[config.mk]
export PLATFORM = sky130hd
export DESIGN_NAME = truth_table_scanner
export DESIGN_NICKNAME = d
export VERILOG_FILES = /design/src/rtl/scan_pkg.sv /design/src/rtl/settle_timer.sv /design/src/rtl/truth_table_scanner.sv
export SDC_FILE = /design/constraint.sdc
export NUM_CORES = 1
export LEC_CHECK = 0
export ABC_AREA = 1
export CAP_MARGIN = 20
export CELL_PAD_IN_SITES_DETAIL_PLACEMENT = 1
export CELL_PAD_IN_SITES_GLOBAL_PLACEMENT = 2
export CORE_UTILIZATION = 28
export DETAILED_ROUTE_END_ITERATION = 8
export HOLD_SLACK_MARGIN = 0.05
export PLACE_DENSITY = 0.76
export SYNTH_ARGS = -nofsm -noshare
export SYNTH_HDL_FRONTEND = slang
export SYNTH_HIERARCHICAL = 1
export SYNTH_SLANG_ARGS = --single-unit
[constraint.sdc]
create_clock -name clk -period 1.9 [get_ports clk]
set_input_delay 0.38 -clock clk [delete_from_list [all_inputs] [get_ports clk]]
set_output_delay 0.38 -clock clk [all_outputs]
set_load 0.02 [all_outputs]
[src/rtl/scan_pkg.sv]
// scan_pkg: shared state encoding, defaults and guide mask for the truth-table scanner.
package scan_pkg;

    localparam logic [1:0] S_IDLE   = 2'd0;
    localparam logic [1:0] S_WAIT   = 2'd1;
    localparam logic [1:0] S_SAMPLE = 2'd2;
    localparam logic [1:0] S_DONE   = 2'd3;

    typedef enum logic [1:0] {
        IDLE   = S_IDLE,
        WAIT   = S_WAIT,
        SAMPLE = S_SAMPLE,
        DONE   = S_DONE
    } state_t;

    localparam int DEF_N_IN   = 4;
    localparam int DEF_SETTLE = 1;

    // Minterms 0,2,6,7,9,10,12 of a 4-input function, bit i = f(i).
    localparam logic [15:0] MASK_M0_2_6_7_9_10_12 = 16'h16C5;

    function automatic logic [15:0] guide_mask();
        return MASK_M0_2_6_7_9_10_12;
    endfunction

endpackage

[src/rtl/settle_timer.sv]
// settle_timer: loadable down-counter with a zero flag, paces the settle delay per vector.
module settle_timer #(
    parameter int W = 1
) (
    input  logic         clk,
    input  logic         rst_i,
    input  logic         load_i,
    input  logic [W-1:0] load_val_i,
    input  logic         dec_i,
    output logic         zero_o
);

    logic [W-1:0] cnt_q;

    always_ff @(posedge clk) begin
        if (rst_i)
            cnt_q <= '0;
        else if (load_i)
            cnt_q <= load_val_i;
        else if (dec_i)
            cnt_q <= cnt_q - 1'b1;
    end

    assign zero_o = cnt_q == '0;

endmodule

[src/rtl/truth_table_scanner.sv]
// truth_table_scanner: steps a combinational unit through all input vectors,
// builds its minterm mask and compares it to a latched expected mask.
module truth_table_scanner
    import scan_pkg::*;
#(
    parameter int N_IN   = DEF_N_IN,
    parameter int SETTLE = DEF_SETTLE
) (
    input  logic                 clk,
    input  logic                 reset,
    input  logic                 start,
    input  logic [(1<<N_IN)-1:0] expected,
    input  logic                 f_in,
    output logic [N_IN-1:0]      vec_out,
    output logic                 busy,
    output logic                 done,
    output logic [(1<<N_IN)-1:0] table_out,
    output logic                 mismatch,
    output logic [N_IN:0]        err_count,
    output logic [N_IN-1:0]      first_err
);

    localparam int M  = 1 << N_IN;
    localparam int TW = $clog2(SETTLE + 1);

    state_t          state_q;
    logic [M-1:0]    exp_q, table_q;
    logic [N_IN-1:0] idx_q, ferr_q;
    logic [N_IN:0]   ecnt_q;
    logic            busy_q, done_q, mis_q;
    logic            tmr_zero, bad, last;

    assign bad  = f_in != exp_q[idx_q];
    assign last = &idx_q;

    // Timer is loaded with SETTLE-1 so that zero is seen on the SETTLE-th WAIT cycle.
    settle_timer #(.W(TW)) u_timer (
        .clk        (clk),
        .rst_i      (reset),
        .load_i     (state_q == IDLE || state_q == SAMPLE),
        .load_val_i (TW'(SETTLE - 1)),
        .dec_i      (state_q == WAIT && !tmr_zero),
        .zero_o     (tmr_zero)
    );

    always_ff @(posedge clk) begin
        if (reset) begin
            state_q <= IDLE;
            exp_q   <= '0;
            table_q <= '0;
            idx_q   <= '0;
            ferr_q  <= '0;
            ecnt_q  <= '0;
            busy_q  <= 1'b0;
            done_q  <= 1'b0;
            mis_q   <= 1'b0;
        end else begin
            done_q <= 1'b0;
            case (state_q)
                IDLE: if (start) begin
                    exp_q   <= expected;
                    table_q <= '0;
                    idx_q   <= '0;
                    ferr_q  <= '0;
                    ecnt_q  <= '0;
                    mis_q   <= 1'b0;
                    busy_q  <= 1'b1;
                    state_q <= WAIT;
                end
                WAIT: if (tmr_zero) state_q <= SAMPLE;
                SAMPLE: begin
                    table_q[idx_q] <= f_in;
                    if (bad) begin
                        ecnt_q <= ecnt_q + 1'b1;
                        if (!mis_q) begin
                            ferr_q <= idx_q;
                            mis_q  <= 1'b1;
                        end
                    end
                    if (last) begin
                        busy_q  <= 1'b0;
                        done_q  <= 1'b1;
                        state_q <= DONE;
                    end else begin
                        idx_q   <= idx_q + 1'b1;
                        state_q <= WAIT;
                    end
                end
                DONE: state_q <= IDLE;
            endcase
        end
    end

    assign vec_out   = idx_q;
    assign busy      = busy_q;
    assign done      = done_q;
    assign table_out = table_q;
    assign mismatch  = mis_q;
    assign err_count = ecnt_q;
    assign first_err = ferr_q;

endmodule
==> After elaboration in Yosys (flattened, before gate mapping) <==
Index checks and enable logic that the tools add are counted.
{ "totals": {"elab_cells": 68, "output_inout_bits": 32, "regBits": 51, "input_bits": 20} }
{ "classes": {"bitwise": 1, "reduce_logical": 15, "n_mux": 27, "n_eq_ne": 10, "add_sub_neg": 3, "n_lt_le_gt_ge": 2} }
{ "op_table": {"columns": ["cell", "n"], "rows": [
  ["one-hot mux 16 bit (2 select lines)", 1],
  ["bitwise mux 16 bit", 1],
  ["two-way mux 16 bit", 1],
  ["two-way mux 4 bit", 4],
  ["one-hot mux 4 bit (2 select lines)", 2],
  ["!= test 2 bit (second input constant)", 6],
  ["two-way mux 5 bit", 2],
  ["one-hot mux 5 bit (2 select lines)", 1],
  ["AND reduction 3 bit", 3],
  ["one-hot mux 2 bit (4 select lines)", 1],
  ["AND reduction 4 bit", 2],
  ["two-way mux 1 bit", 7],
  ["two-way mux 2 bit", 3],
  ["AND reduction 2 bit", 3],
  ["adder 5 x 1 -> 5 bit (second input constant)", 1],
  ["< comparator 4 x 5 -> 1 bit (second input constant)", 1],
  ["adder 4 x 1 -> 4 bit (second input constant)", 1],
  ["binary-select mux 1 bit (select 4 bit)", 1],
  ["demux 1 bit (select 4 bit)", 1],
  ["equality test 2 bit (second input constant)", 2],
  [">= comparator 4 x 1 -> 1 bit (second input constant)", 1],
  ["one-hot mux 1 bit (2 select lines)", 2],
  ["OR reduction 2 bit", 2],
  ["equality test 2 x 1 -> 1 bit (second input constant)", 1],
  ["other kinds (7)", 8]
]} }

==> Longest topological paths before layout <==
{ "logic_depth": {"depth_word": 6, "depth_mapped": 15, "ltp_nobuf": 13} }

==> Cells and area by module <==
Netlist, hierarchy kept.
{ "by_module_without_submodules": {"columns": ["mod", "seq_area_each_um2", "area_each_um2", "cells_per_inst", "instances"], "rows": [
  ["truth_table_scanner", 1001.0, 2333.5, 303, 1],
  ["settle_timer", 20.0, 63.8, 9, 1]
]} }

==> Worst setup path before layout <==
OpenSTA, ideal clock, no wires.
{ "synth_path": {"path_type": "register to register", "startpoint": "reg idx_q[0], in the netlist vec_out[0]", "endpoint": "reg ferr_q[2], in the netlist first_err[2]", "t_required_ps": 1786, "n_path_buf": 2, "path_stages_with_launch": 16, "setup_time_ps": 114, "t_arrival_ps": 1580, "period_less_slack_ps": 1694, "path_slack_ps": 206, "path_cell_list": "dfxtp_1 -> buf_6 -> inv_6 -> buf_12 -> nand2_1 -> nand3_1 -> nand2_1 -> nand2_2 -> nand2_4 -> nor2_4 -> nand2_4 -> nand3_4 -> nand2_1 -> nand2_1 -> nand2_1 -> nor2_2"} }
{ "synth_between": {"elab_chain_cells": 5} }
{ "synth_rtl": {"columns": ["element", "line", "text"], "rows": [
  ["from (decl)", "truth_table_scanner.sv:28", "logic [N_IN-1:0] idx_q, ferr_q;"],
  ["from (signal assigned)", "truth_table_scanner.sv:85", "idx_q <= idx_q + 1'b1;"],
  ["binary-select mux 1 bit (select 4 bit)", "truth_table_scanner.sv:33", "assign bad = f_in != exp_q[idx_q];"],
  ["two-way mux 1 bit (not written as such)", "truth_table_scanner.sv:33", null],
  ["!= test 1 bit", "truth_table_scanner.sv:33", null],
  ["!= test 2 bit (no line)", null, null],
  ["AND reduction 4 bit (no line)", null, null],
  ["to (signal assigned)", "truth_table_scanner.sv:76", "ferr_q <= idx_q;"],
  ["to (decl)", "truth_table_scanner.sv:28", null]
]} }
Every way passes these cells. The select of a mux whose other input is x is not followed.
A chain may end at the register's enable or synchronous reset.

==> Worst setup path after layout <==
{ "layout_path": {"startpoint": "reg idx_q[2], in the netlist vec_out[2]", "endpoint": "out vec_out[2]"} }
{ "layout_lines": {"columns": ["element", "line", "text"], "rows": [
  ["to (decl)", "truth_table_scanner.sv:14", "output logic [N_IN-1:0] vec_out,"]
]} }
No word-level cell between the ends.

==> report_table.html <==
<table>
<tr><th>Metric</th><th>Value</th></tr>
<tr><th colspan="2">Run status</th></tr>
<tr><td>Outcome</td><td>completed</td></tr>
<tr><th colspan="2">Layout</th></tr>
<tr><td>Util after Layout</td><td>0.384</td></tr>
<tr><td>Fraction of final layout cells sized beyond drive strength 1</td><td>0.119</td></tr>
<tr><td>Final-stage net count</td><td>394</td></tr>
<tr><td>Diode insertion count for antenna repair</td><td>0</td></tr>
<tr><td>Final-layout fill cell count</td><td>1,011</td></tr>
<tr><td>Cell area after layout</td><td>3170 um2</td></tr>
<tr><td>Synthesis-to-finish area growth</td><td>32.4%</td></tr>
<tr><th colspan="2">Synthesis</th></tr>
<tr><td>Synthesis warning total</td><td>6</td></tr>
<tr><td>Ys async rst share</td><td>0</td></tr>
<tr><td>Fraction of the yosys area taken by sequential cells</td><td>0.426</td></tr>
<tr><td>Number of distinct standard cells referenced by the synthesized netlist</td><td>36</td></tr>
<tr><td>EDFF count, synth</td><td>0</td></tr>
<tr><td>Syn avg cell area</td><td>7.68 um2</td></tr>
<tr><td>Dominant synthesized flop cell</td><td>sky130_fd_sc_hd__dfxtp_1</td></tr>
<tr><td>Cells after synthesis</td><td>312</td></tr>
<tr><td>Register bit count reported by yosys</td><td>51</td></tr>
<tr><td>Post-Syn Nets</td><td>337</td></tr>
<tr><td>Synth Cell Area</td><td>2400 um2</td></tr>
<tr><th colspan="2">Worst hold path</th></tr>
<tr><td>Hold Path Origin</td><td>exp_q[15]</td></tr>
<tr><td>Worst min-delay path category</td><td>reg -&gt; reg</td></tr>
<tr><th colspan="2">Placement</th></tr>
<tr><td>Placed Instance Area</td><td>3070 um2</td></tr>
<tr><td>Post-detailed-placement half-perimeter wirelength</td><td>4630 um</td></tr>
<tr><td>Final weighted congestion in routability-driven placement</td><td>0.768</td></tr>
<tr><td>Pre-CTS setup slack</td><td>0.100 ns</td></tr>
<tr><td>Port-buffer cells</td><td>51</td></tr>
<tr><th colspan="2">Clock tree</th></tr>
<tr><td>Clock-pin transition on the worst setup and hold timing paths</td><td>0.09 ns</td></tr>
<tr><td>Maximum buffer depth of the clock tree</td><td>2</td></tr>
<tr><td>Insertion delay to the later sink of the worst-skew pair</td><td>0.31 ns</td></tr>
<tr><td>Cts-stage hold buffer count</td><td>0</td></tr>
<tr><td>Clock root buffer</td><td>sky130_fd_sc_hd__clkbuf_8</td></tr>
<tr><td>Clock H-tree levels</td><td>2</td></tr>
<tr><td>Number of buffers created by CTS</td><td>5</td></tr>
<tr><td>Clock tree from TritonCTS</td><td>built</td></tr>
<tr><td>TritonCTS Sinks</td><td>roughly 50</td></tr>
<tr><th colspan="2">Floorplan</th></tr>
<tr><td>Die area</td><td>8940 um2</td></tr>
<tr><td>Area of the placeable core</td><td>8260 um2</td></tr>
<tr><td>Initial core utilization</td><td>0.290</td></tr>
<tr><td>DIE WIDTH</td><td>94.5 um</td></tr>
<tr><td>Standard-cell rows</td><td>33</td></tr>
<tr><td>Count of boundary I/O pins</td><td>52</td></tr>
<tr><td>Die boundary height</td><td>94.5 um</td></tr>
<tr><th colspan="2">STA</th></tr>
<tr><td>Final worst path period share</td><td>0.957</td></tr>
<tr><td>Final setup slack of the worst path</td><td>between 0.08 and 0.09 ns</td></tr>
<tr><td>Number of hold violations in the final report</td><td>0</td></tr>
<tr><td>Fin. max-slew vios</td><td>0</td></tr>
<tr><td>Achievable clock frequency</td><td>550 MHz</td></tr>
<tr><td>Fin crit period</td><td>1.82 ns</td></tr>
<tr><td>Unrepaired setup endpoints after global routing</td><td>no</td></tr>
<tr><td>Worst-case hold slack</td><td>0.459 ns</td></tr>
<tr><td>Max Clock Skew</td><td>0.00695 ns</td></tr>
<tr><td>Final count of negative-setup-slack endpoints</td><td>0</td></tr>
<tr><td>Setup TNS</td><td>0 ns</td></tr>
<tr><th colspan="2">Run</th></tr>
<tr><td># Max-Cap Violations</td><td>0</td></tr>
<tr><th colspan="2">Pwr</th></tr>
<tr><td>Leak pwr</td><td>1.26 nW</td></tr>
<tr><td>Power density over the cells</td><td>713 nW/um2</td></tr>
<tr><td>Worst vdd ir</td><td>0.000298 V</td></tr>
<tr><th colspan="2">Worst setup path</th></tr>
<tr><td>Endpoint type of the worst setup path</td><td>output port</td></tr>
<tr><td>Crit path cell chain</td><td>clkdlybuf4s50_1</td></tr>
<tr><td>Endpoint of the worst setup timing path</td><td>vec_out[2]</td></tr>
<tr><td>R2R depth</td><td>10</td></tr>
<tr><td>Worst path top cell family by delay</td><td>buffers and inverters</td></tr>
<tr><td>Required time at the endpoint of the critical path</td><td>1.52 ns</td></tr>
<tr><td>Setup slack of the most critical reg-to-reg path</td><td>0.25 ns</td></tr>
<tr><td>Crit path DAT</td><td>1.44 ns</td></tr>
<tr><td>Kind of start point of the critical path</td><td>flop</td></tr>
<tr><td>Critical path class</td><td>reg -&gt; out</td></tr>
<tr><td>Crit path depth</td><td>1</td></tr>
<tr><td>Worst path bufs/invs</td><td>1</td></tr>
<tr><td>Critical path peak fanout</td><td>7</td></tr>
<tr><td>Standard cell with the maximum stage delay on the critical path</td><td>sky130_fd_sc_hd__clkdlybuf4s50_1</td></tr>
<tr><td>Slowest cell delay on critical path</td><td>0.66 ns</td></tr>
<tr><td>R2r startpoint</td><td>vec_out[2]</td></tr>
<tr><td>Endpoint of the most critical register-to-register path</td><td>vec_out[3]</td></tr>
<tr><td>Launching instance or port of the critical path</td><td>vec_out[2]</td></tr>
<tr><th colspan="2">Global route</th></tr>
<tr><td>Vias in the first global route</td><td>2,219</td></tr>
<tr><td>Overall global routing resource usage</td><td>0.152</td></tr>
<tr><td>Layer with the highest usage</td><td>met2</td></tr>
<tr><td>Global-route track usage on met1</td><td>0.198</td></tr>
<tr><td>Met2 Track Usage GR</td><td>0.259</td></tr>
<tr><td>Largest net degree at the start of global routing</td><td>35</td></tr>
<tr><td>Wire length of the first global-routing pass</td><td>10,600 um</td></tr>
<tr><td>Overflow left after global routing</td><td>0</td></tr>
<tr><td>Initial antenna violation count</td><td>0</td></tr>
<tr><td>GR Layer Usage met3</td><td>0.0282</td></tr>
<tr><th colspan="2">Route</th></tr>
<tr><td>Detailed router's first-iteration violation count</td><td>48</td></tr>
<tr><td>DR vias/cell</td><td>~4.7</td></tr>
<tr><td>Residual DRC count</td><td>0</td></tr>
<tr><td>1st-pass router iterations</td><td>4</td></tr>
<tr><td>Average detailed-routed wire length per instance</td><td>about 13 um</td></tr>
<tr><td>Total detailed-routing wirelength</td><td>6240 um</td></tr>
<tr><td>Total via count after detailed routing</td><td>about 2,200</td></tr>
<tr><td>Post-DRT Antenna Nets</td><td>0</td></tr>
</table>
==> cells in the final DEF (no fill, tap or decap), drive strengths merged, types with 4 or more instances in the layout <==
cell type | Yosys | layout
nor2 | 25 | 25
clkbuf | 7 | 8
ha | 5 | 5
o311a | 4 | 4
dfxtp | 51 | 51
nor3 | 5 | 5
a21oi | 38 | 38
clkdlybuf4s50 | 0 | 50
inv | 41 | 41
o21ai | 27 | 27
nand2 | 61 | 61
nand3 | 20 | 20
buf | 6 | 12
a211oi | 12 | 12
==> metrics by stage <==
step,std cells,total power [W]
final,475,0.00226
after global routing,475,0.00239
after CTS,475,0.00230
after detailed placement,467,0.00160
after global placement,467,0.00159
after floorplan,312,0.00144
==> worst min path at each step <==
stage | to | slack, ns | cells after the start
2_1_floorplan | exp_q[14] | 0.43 | 2
3_3_place_gp | exp_q[12] | 0.44 | 2
3_5_place_dp | exp_q[15] | 0.45 | 2
4_1_cts | exp_q[15] | 0.46 | 2
5_1_grt | exp_q[3] | 0.48 | 2
6_report | exp_q[15] | 0.46 | 2
==> area by class of cell <==
type                            count  area (um2)  area share
Tap cell                          105         131      0.0414
Multi-Input combinational cell    206        1140       0.360
Sequential cell                    51        1020       0.322
Clock buffer                        8         100      0.0315
Inverter                           42         163      0.0513
Timing Repair Buffer               63         616       0.194
==> synthesized netlist by cell type, types with 3 or more instances <==
cell type | instances | area (um2)
sky130_fd_sc_hd__o21ai_0 | 21 | 105
sky130_fd_sc_hd__ha_1 | 5 | 62.6
sky130_fd_sc_hd__nor2_1 | 22 | 82.6
sky130_fd_sc_hd__nand3_1 | 18 | 90.1
sky130_fd_sc_hd__o21ai_1 | 4 | 20.0
sky130_fd_sc_hd__inv_2 | 3 | 11.3
sky130_fd_sc_hd__a21oi_1 | 37 | 185
sky130_fd_sc_hd__nor3_1 | 5 | 25.0
sky130_fd_sc_hd__a211oi_1 | 12 | 90.1
sky130_fd_sc_hd__nand2_4 | 4 | 45.0
sky130_fd_sc_hd__nand2_1 | 51 | 191
sky130_fd_sc_hd__dfxtp_1 | 51 | 1020
sky130_fd_sc_hd__clkbuf_1 | 7 | 26.3
sky130_fd_sc_hd__o311a_1 | 4 | 40.0
sky130_fd_sc_hd__inv_1 | 37 | 139
sky130_fd_sc_hd__nand2_2 | 6 | 37.5
==> metal layers <==
layer / vias up / routed length, um
met2: 31 / 2880
met3: 5 / 167
li1: 1142 / -
met1: 1033 / 3140
met5: - / 0
met4: 0 / 48
==> logic make-up after synthesis <==
group	after synthesis	synth area share
xor+xnor	3	0.0110
fa+ha+maj	5	0.0261
flops	51	0.426
buf+inv	55	0.102
simple gates	113	0.227
compound gates	84	0.207
other cells	1	0.00156
==> sequential cells by signal, indices dropped and copies added, names as in the netlist <==
signal,count
busy,1
mismatch,1
u_timer/cnt_q,1
table_out,16
first_err,4
done,1
exp_q,16
vec_out,4
err_count,5
state_q,2
==> power breakdown <==
| part | internal [W] | switching, W |
|---|---|---|
| Sequential | 0.00112 | 0.0000217 |
| Combinational | 0.000166 | 0.000250 |
| Clock | 0.000334 | 0.000367 |
| Total | 0.00162 | 0.000639 |
==> timing repair <==
| item | 4_1_cts | 5_1_grt |
|---|---|---|
| buffers inserted | 0 | 0 |
| resized for setup | 0 | 4 |
| endpoints found under the setup margin | 0 | 2 |
Power figures use the tool's default switching activity.
